## src/rtl/grid_vga_renderer.sv

```systemverilog
// grid_vga_renderer
// Reader side of the playfield grid bus. Takes the 22x10 cell colour grid
// driven by the game FSM, freezes a copy once per frame at the start of
// vertical blanking (so a frame is never torn), and scans it out as 640x480@60
// VGA through a two-stage pixel pipeline whose syncs are delayed to match.
//
// Ports
//   clk      system clock
//   rst_n    asynchronous active-low reset
//   pix_en   pixel-rate strobe; all scan state advances only when high
//   grid_i   [21:0][9:0][2:0] colour indices, row 0 = top, col 0 = left
//   hsync_o  horizontal sync, active-low
//   vsync_o  vertical sync, active-low
//   de_o     display enable, aligned with the colour outputs
//   red_o / green_o / blue_o   RGB444 pixel colour
//   frame_o  one-clk pulse when the grid snapshot is taken
module grid_vga_renderer #(
  parameter int H_ACTIVE = 640,
  parameter int H_FP     = 16,
  parameter int H_SYNC   = 96,
  parameter int H_BP     = 48,
  parameter int V_ACTIVE = 480,
  parameter int V_FP     = 10,
  parameter int V_SYNC   = 2,
  parameter int V_BP     = 33,
  parameter int CELL_PX  = 20,
  parameter int BOARD_X0 = 220,
  parameter int BOARD_Y0 = 20
) (
  input  logic                  clk,
  input  logic                  rst_n,
  input  logic                  pix_en,
  input  logic [21:0][9:0][2:0] grid_i,
  output logic                  hsync_o,
  output logic                  vsync_o,
  output logic                  de_o,
  output logic [3:0]            red_o,
  output logic [3:0]            green_o,
  output logic [3:0]            blue_o,
  output logic                  frame_o
);

  localparam logic [9:0] H_LAST   = 10'(H_ACTIVE + H_FP + H_SYNC + H_BP - 1);
  localparam logic [9:0] V_LAST   = 10'(V_ACTIVE + V_FP + V_SYNC + V_BP - 1);
  localparam logic [9:0] H_VIS    = 10'(H_ACTIVE);
  localparam logic [9:0] V_VIS    = 10'(V_ACTIVE);
  localparam logic [9:0] HS_FIRST = 10'(H_ACTIVE + H_FP);
  localparam logic [9:0] HS_LAST  = 10'(H_ACTIVE + H_FP + H_SYNC - 1);
  localparam logic [9:0] VS_FIRST = 10'(V_ACTIVE + V_FP);
  localparam logic [9:0] VS_LAST  = 10'(V_ACTIVE + V_FP + V_SYNC - 1);
  // Board rectangle: [BX0,BX1) x [BY0,BY1); the border ring sits one pixel outside it
  localparam logic [9:0] BX0      = 10'(BOARD_X0);
  localparam logic [9:0] BX1      = 10'(BOARD_X0 + 10 * CELL_PX);
  localparam logic [9:0] BY0      = 10'(BOARD_Y0);
  localparam logic [9:0] BY1      = 10'(BOARD_Y0 + 22 * CELL_PX);
  localparam logic [9:0] BXL      = 10'(BOARD_X0 - 1);
  localparam logic [9:0] BYL      = 10'(BOARD_Y0 - 1);
  localparam logic [4:0] SUB_LAST = 5'(CELL_PX - 1);

  logic [9:0]                hcnt, vcnt;
  logic [4:0]                sub_x, sub_y;
  logic [3:0]                col;
  logic [4:0]                row;
  logic [21:0][9:0][2:0]     snapshot;

  logic                      s1_active, s1_hsync, s1_vsync, s1_inside, s1_border;
  logic [3:0]                s1_col;
  logic [4:0]                s1_row;
  logic [11:0]               rgb;

  logic                      raw_active, raw_hsync, raw_vsync, raw_inside, raw_border;
  logic                      line_end;
  logic [2:0]                cell_idx;

  function automatic logic [11:0] palette(input logic [2:0] idx);
    case (idx)
      3'd1:    return 12'h0FF;
      3'd2:    return 12'hFF0;
      3'd3:    return 12'hA0F;
      3'd4:    return 12'h0F0;
      3'd5:    return 12'hF00;
      3'd6:    return 12'h00F;
      3'd7:    return 12'hF80;
      default: return 12'h000;
    endcase
  endfunction

  assign line_end = (hcnt == H_LAST);

  always_ff @(posedge clk or negedge rst_n) begin
    if (!rst_n) begin
      hcnt <= '0;
      vcnt <= '0;
    end else if (pix_en) begin
      if (line_end) begin
        hcnt <= '0;
        vcnt <= (vcnt == V_LAST) ? '0 : vcnt + 10'd1;
      end else begin
        hcnt <= hcnt + 10'd1;
      end
    end
  end

  // Cell coordinates track hcnt/vcnt without a divider: each sub-cell counter
  // is forced to zero as the scan enters the board edge, then counts pixels
  // within a cell. col/row run on past the board but are only used inside it.
  always_ff @(posedge clk or negedge rst_n) begin
    if (!rst_n) begin
      sub_x <= '0;
      col   <= '0;
      sub_y <= '0;
      row   <= '0;
    end else if (pix_en) begin
      if (hcnt == BXL) begin
        sub_x <= '0;
        col   <= '0;
      end else if (sub_x == SUB_LAST) begin
        sub_x <= '0;
        col   <= col + 4'd1;
      end else begin
        sub_x <= sub_x + 5'd1;
      end
      if (line_end) begin
        if (vcnt == BYL) begin
          sub_y <= '0;
          row   <= '0;
        end else if (sub_y == SUB_LAST) begin
          sub_y <= '0;
          row   <= row + 5'd1;
        end else begin
          sub_y <= sub_y + 5'd1;
        end
      end
    end
  end

  // Grid is captured only at the first blanking line so a whole frame
  // is drawn from a single consistent copy.
  always_ff @(posedge clk or negedge rst_n) begin
    if (!rst_n) begin
      snapshot <= '0;
      frame_o  <= 1'b0;
    end else begin
      frame_o <= 1'b0;
      if (pix_en && hcnt == 10'd0 && vcnt == V_VIS) begin
        snapshot <= grid_i;
        frame_o  <= 1'b1;
      end
    end
  end

  assign raw_active = (hcnt < H_VIS) && (vcnt < V_VIS);
  assign raw_hsync  = !((hcnt >= HS_FIRST) && (hcnt <= HS_LAST));
  assign raw_vsync  = !((vcnt >= VS_FIRST) && (vcnt <= VS_LAST));
  assign raw_inside = (hcnt >= BX0) && (hcnt < BX1) && (vcnt >= BY0) && (vcnt < BY1);
  assign raw_border = (((hcnt == BXL) || (hcnt == BX1)) && (vcnt >= BYL) && (vcnt <= BY1)) ||
                      (((vcnt == BYL) || (vcnt == BY1)) && (hcnt >= BXL) && (hcnt <= BX1));

  // Sync pipeline registers reset to the inactive (high) level so no
  // spurious sync pulse leaves the pipeline after reset.
  always_ff @(posedge clk or negedge rst_n) begin
    if (!rst_n) begin
      s1_active <= 1'b0;
      s1_hsync  <= 1'b1;
      s1_vsync  <= 1'b1;
      s1_inside <= 1'b0;
      s1_border <= 1'b0;
      s1_col    <= '0;
      s1_row    <= '0;
    end else if (pix_en) begin
      s1_active <= raw_active;
      s1_hsync  <= raw_hsync;
      s1_vsync  <= raw_vsync;
      s1_inside <= raw_inside;
      s1_border <= raw_border;
      s1_col    <= col;
      s1_row    <= row;
    end
  end

  assign cell_idx = s1_inside ? snapshot[s1_row][s1_col] : 3'd0;

  always_ff @(posedge clk or negedge rst_n) begin
    if (!rst_n) begin
      hsync_o <= 1'b1;
      vsync_o <= 1'b1;
      de_o    <= 1'b0;
      rgb     <= '0;
    end else if (pix_en) begin
      hsync_o <= s1_hsync;
      vsync_o <= s1_vsync;
      de_o    <= s1_active;
      if (!s1_active) begin
        rgb <= 12'h000;
      end else if (s1_inside) begin
        rgb <= palette(cell_idx);
      end else if (s1_border) begin
        rgb <= 12'hFFF;
      end else begin
        rgb <= 12'h000;
      end
    end
  end

  assign red_o   = rgb[11:8];
  assign green_o = rgb[7:4];
  assign blue_o  = rgb[3:0];

endmodule

```

## config.mk

```make
export PLATFORM = sky130hd
export DESIGN_NAME = grid_vga_renderer
export DESIGN_NICKNAME = d
export VERILOG_FILES = /design/src/rtl/grid_vga_renderer.sv
export SDC_FILE = /design/constraint.sdc
export NUM_CORES = 2
export LEC_CHECK = 0
export ABC_AREA = 1
export CAP_MARGIN = 10
export CORE_ASPECT_RATIO = 1.25
export CORE_MARGIN = 2
export CORE_UTILIZATION = 45
export CTS_CLUSTER_SIZE = 14
export DETAILED_ROUTE_END_ITERATION = 12
export PLACE_DENSITY = 0.83
export SYNTH_ARGS = -nofsm -noshare
export SYNTH_HDL_FRONTEND = slang
export SYNTH_SLANG_ARGS = --single-unit
```

## constraint.sdc

```tcl
create_clock -name clk -period 2.75 [get_ports clk]
set_input_delay 0.275 -clock clk [delete_from_list [all_inputs] [get_ports clk]]
set_output_delay 0.275 -clock clk [all_outputs]
set_load 0.005 [all_outputs]
```

* Word level (Yosys, flattened, before mapping)
Index checks and enable logic that the tools add are counted.
** Storage, ports and cells
- Bits of input ports :: 663
- Register bits after elaboration :: 729
- Word-level logic and storage cells :: 319
- Output and inout port bits :: 16
** Operators by class
- Multiplexer cells :: 20
- $lt $le $gt $ge :: 16
- Equality and inequality tests :: 16
- Reduce and logical (&&, ||, !) cells :: 23
- Add/sub/neg operators :: 6
** Operator list (count)
- binary-select mux 30 bit (select 5 bit) :: 1
- one-hot mux 12 bit (7 select lines) :: 1
- 2-to-1 mux 12 bit :: 3
- equality test 10 x 9 -> 1 bit (second input constant) :: 3
- less-or-equal comparator 10 x 9 -> 1 bit (second input constant) :: 3
- less-than comparator 10 x 9 -> 1 bit (second input constant) :: 3
- 2-to-1 mux 30 bit :: 1
- 2-to-1 mux 5 bit :: 6
- adder 10 x 1 -> 10 bit (second input constant) :: 2
- equality test 10 bit (second input constant) :: 2
- greater-or-equal comparator 10 x 5 -> 1 bit (second input constant) :: 2
- greater-or-equal comparator 10 x 8 -> 1 bit (second input constant) :: 2
- 2-to-1 mux 10 bit :: 2
- adder 5 x 1 -> 5 bit (second input constant) :: 3
- binary-select mux 3 bit (select 4 bit) :: 1
- equality test 3 bit (second input constant) :: 4
- logical AND 1 bit :: 12
- equality test 10 x 5 -> 1 bit (second input constant) :: 1
- equality test 10 x 8 -> 1 bit (second input constant) :: 1
- equality test 5 bit (second input constant) :: 2
- greater-or-equal comparator 10 bit (second input constant) :: 1
- greater-or-equal comparator 10 x 9 -> 1 bit (second input constant) :: 1
- less-or-equal comparator 10 bit (second input constant) :: 1
- logical NOT 10 bit :: 1
- 14 further kinds :: 22

* Logic depth before layout (Yosys ltp)
- Depth after elaboration :: 9
- Mapped depth :: 25
- Mapped depth without buffers :: 23

* Worst setup path after synthesis
No wires, ideal clock.
- Kind :: reg-to-reg
- From :: register s1_row[0]
- To :: register rgb[7]
- Stages on the path, launching flop included :: 22
- Buffers on the path :: 3
- Path slack :: 0.517 ns
- Required time :: 2.634 ns
- Arrival :: 2.116 ns
- Library setup time :: 0.116 ns
- Period minus slack after synthesis :: 2.233 ns
- Cells stage by stage :: dfrtp_1 > buf_2 > inv_2 > buf_2 > clkbuf_1 > nor2_1 > o22ai_1 > nand2_1 > nand2_1 > nand3_1 > nand2_1 > nand2_1 > nand2_1 > nand2_1 > nand2_1 > nand2_1 > nand3_1 > nand2_1 > nor2_1 > nand2_1 > nand2_1 > nand2_1
** On the way
- Longest elaborated chain between the ends :: 9
- Elaborated cells between the ends (all ways) :: 15
- Those cells by class :: eq/ne (7); mux (8)
** RTL lines
- from (decl) :: line 68 : logic [4:0] s1_row;
- from (signal assigned) :: line 177 : s1_row <= row;
- binary-select mux 30 bit (select 5 bit) (*) :: line 181 : assign cell_idx = s1_inside ? snapshot[s1_row][s1_col] : 3'd0;
- 2-to-1 mux 30 bit (implied by the code) (*) :: line 181
- binary-select mux 3 bit (select 4 bit) (*) :: line 181
- 2-to-1 mux 3 bit (implied by the code) (*) :: line 181
- 2-to-1 mux 3 bit (*) :: line 181
- equality test 3 bit (tied with other cells) :: line 76 : case (idx)
- one-hot mux 12 bit (7 select lines) (*) :: line 76
- 2-to-1 mux 12 bit (*) :: line 195 : end else if (s1_inside) begin
- 2-to-1 mux 12 bit (*) :: line 193 : if (!s1_active) begin
- to (signal assigned) :: line 196 : rgb <= palette(cell_idx);
- to (decl) :: line 69 : logic [11:0] rgb;
Mark *: on every way between the ends. The rest lies on a longest branch, timed or not. The select of a mux whose other input is x is not followed.
A chain may end at the register's enable or synchronous reset.

* Worst setup path in the final report
Ends and elaborated chain as after synthesis.

==> results.ini <==
[timing]
worst_hold_slack_ns=0.179
worst_slew_margin_rel_pct=50.5
tns_ns=-0.117
setup_violations=4
hold_viol=0
finClkSkew_ns=0.0255
worstMarginPinSlew_ns=0.742
final_max_slew_viol_count=0
fin_crit_sh_pct=102
rsz0062_at_grt=yes
worst_slack_ns=-0.0552
max_freq_mhz=356
min_period_ns=2.81

[pwr]
power_density_nw_per_um2=563
ir_drop_mv=0.397
p_leak_nw=24.2

[final_layout]
fill_cells=6237
layout-drive-gt1-share_pct=9.81
fin_area_um2=47800
syn_to_final_growth_pct=38.5
multi_input_area_um2=15000
regArea_um2=18100
nets=6109

[synth]
ys_ff_latch=722
synth_area_per_cell_um2=7.31
syn_area_um2=34500
synth_nets=5398
ys_seq_area_share_pct=52.3
syn_inst=4727
yosysWarnings=0
synth_cell_types=37

[grt]
grt_antenna_before_repair=12
track_usage_pct=32.5
grt_first_pass_wirelength_um=196000
overflow=0
first_global_vias=34300
grt_max_degree=136

[setup_path]
required_ns=3.27
critPathMaxFanout=8
crit_path_cell_trace=buf_12 > buf_16 > clkbuf_16 > nor2_2 > nor2_1 > o21ai_1 > nand3_1 > nand2_2 > nand3_2 > nand2_1 > nand2_1 > nand2_1 > inv_1 > nand2_2 > nand2_2 > nand2_4 > nand2_4 > buf_6 > nand4_1 > nand2_2 > nor2_1 > nand2_1 > nand2_1 > nand2_1
worstPathArrival_ns=3.32
start_kind=flip-flop
worst_path_most_repeated_cell=nand2_1
crit_path_top_delay_cell=dfrtp_4
worstSetupEndpointType=flip-flop
worst_path_largest_cell_delay_ns=0.53
critical_path_class=flip-flop to flip-flop

[clock_tree]
path_clk_slew_ns=0.07
cts.sinks=722
cts_tree=done
clk_latency_ns=0.63
h-tree-depth=3
cts_buffers=73
clk_path_buf_depth=3
root_buffer=clkbuf_16

[outcome]
violations=setup timing
status=complete, but fails checks

[placed_design]
dp_hpwl_um=92700
routabilityCongestion=0.973
portBuffers=678
placed_cell_area_um2=43400

[floorplan]
die-area_um2=79000
core_um2=75900
rows=113
die_h_um=314
start_util_pct=45.5
pin_count=679
die_x_um=252

[min_path]
hp-class=input pin to flip-flop

[drt]
drt_iter0_markers=3963
via_per_inst=5.40
finalWirelength_um=132000
wl_per_cell_um=20.4
ant_nets=0
drc=0
firstDrtPassIters=6
vias=35000

[flow_run]
max_cap_violations=0

==> cells in the mapped netlist (all sizes together) <==
| cell type | number | area (µm²) |
|---|---|---|
| o2111ai | 1 | 8.76 |
| nand4 | 7 | 43.8 |
| a21boi | 5 | 37.5 |
| xor2 | 7 | 61.3 |
| o32ai | 1 | 8.76 |
| o21ai | 297 | 1490 |
| xnor2 | 2 | 17.5 |
| nor3 | 20 | 100 |
| ha | 8 | 100 |
| o22ai | 18 | 113 |
| o41ai | 1 | 8.76 |
| and3 | 3 | 18.8 |
| nand2 | 2529 | 9500 |
| a211oi | 6 | 45.0 |
| nor4 | 4 | 25.0 |
| o211ai | 31 | 233 |
| dfrtp | 718 | 18000 |
| nand3 | 245 | 1230 |
| a41oi | 1 | 8.76 |
| a31oi | 5 | 31.3 |
| nor2 | 202 | 768 |
| dfstp | 4 | 105 |
| a21oi | 97 | 485 |
| a221oi | 1 | 8.76 |
| nor3b | 4 | 30.0 |
| clkinv | 1 | 3.75 |
| buf | 122 | 638 |
| clkbuf | 171 | 642 |
| inv | 216 | 811 |
==> logic make-up after synthesis <==
logic type	count (synthesis)	share of synthesized area (%)
AO/OA/AOI/OAI	464	7.17
flip-flops	722	52.3
buffers and inverters	510	6.07
adder cells (fa/ha/maj)	8	0.290
XOR/XNOR	9	0.228
AND/OR/NAND/NOR	3014	33.9
==> area by class of cell <==
| type | instances | area share, % |
|---|---|---|
| clock buffers | 98 | 4.36 |
| flip-flops and latches | 722 | 37.8 |
| inverters | 217 | 1.78 |
| diodes | 10 | 0.0523 |
| well taps | 977 | 2.56 |
| repair buffers | 927 | 21.0 |
| clock inverters | 36 | 1.15 |
| repair inverters | 2 | 0.0523 |
| multi-input cells | 3495 | 31.3 |
==> final timing paths <==
check / startpoint / to / slack, ns / cells past startpoint
max in group asynchronous: rst_n / snapshot[339] / 1.35 / 3
max: s1_row[0] / rgb[7] / -0.06 / 24
min in group asynchronous: rst_n / snapshot[199] / 0.21 / 2
min reg2reg: vsync_o / vsync_o / 0.47 / 2
max reg2reg: s1_row[0] / rgb[7] / -0.06 / 24
min: grid_i[39] / snapshot[39] / 0.18 / 3
==> critical path: cells and delay by family, from the launching register on <==
kind / cells / cell delay, ns
compound gates: 1 / 0.11
simple gates: 18 / 1.37
flops: 1 / 0.53
buf+inv: 5 / 0.67
==> power by group <==
group | leakage [nW] | total [mW] | switching (mW) | internal (mW)
logic | 13.6 | 4.86 | 2.60 | 2.26
registers | 9.31 | 11.1 | 0.253 | 10.9
clock network | 1.29 | 11.0 | 4.46 | 6.51
==> repair_timing <==
item | 4_1_cts | 5_1_grt
endpoints found under the hold margin | 44 | 0
endpoints found under the setup margin | 5 | 5
setup buffers | 16 | 12
gates resized for setup | 74 | 181
hold buffers | 1 | 0
pin swaps | 29 | 97
gates cloned | 10 | 17
==> metrics by stage <==
stage               instances  utilization [%]  setup slack, ns  power, mW
global placement         6287             57.2           -0.138       15.4
global route             6483             63.0           -0.223       27.9
detailed placement       6287             57.2           -0.154       15.4
floorplan                4727                -            0.517       12.9
finish                   6484             63.0          -0.0552       27.0
CTS                      6448             61.6          0.00116       26.6
==> cell usage in the layout (no fill, tap or decap), drive strengths merged, types with 5 or more instances in the layout <==
cell / n
nand2: 2529
dfrtp: 718
clkdlybuf4s50: 677
o21ai: 297
nand3: 245
buf: 231
inv: 220
nor2: 202
clkbuf: 114
a21oi: 97
o211ai: 31
nor3: 20
clkinv: 19
o22ai: 18
bufinv: 12
diode: 10
ha: 8
nand4: 7
xor2: 7
a211oi: 6
a31oi: 5
a21boi: 5
==> per-layer routing <==
metal	track usage [%]	wire length [µm]	vias up
li1	-	-	16100
met1	39.9	49600	16400
met2	52.8	62000	1998
met3	6.24	11700	456
met4	20.4	9070	6
met5	0	40	-
==> sequential cells by signal, summed over array words and instances (netlist names) <==
name	count
col	4
s1_vsync	1
sub_y	5
snapshot	660
sub_x	5
s1_border	1
vcnt	10
hsync_o	1
hcnt	10
s1_inside	1
vsync_o	1
rgb	5
s1_hsync	1
row	5
s1_row	5
s1_active	1
frame_o	1
de_o	1
s1_col	4
Power figures use the tool's default switching activity.
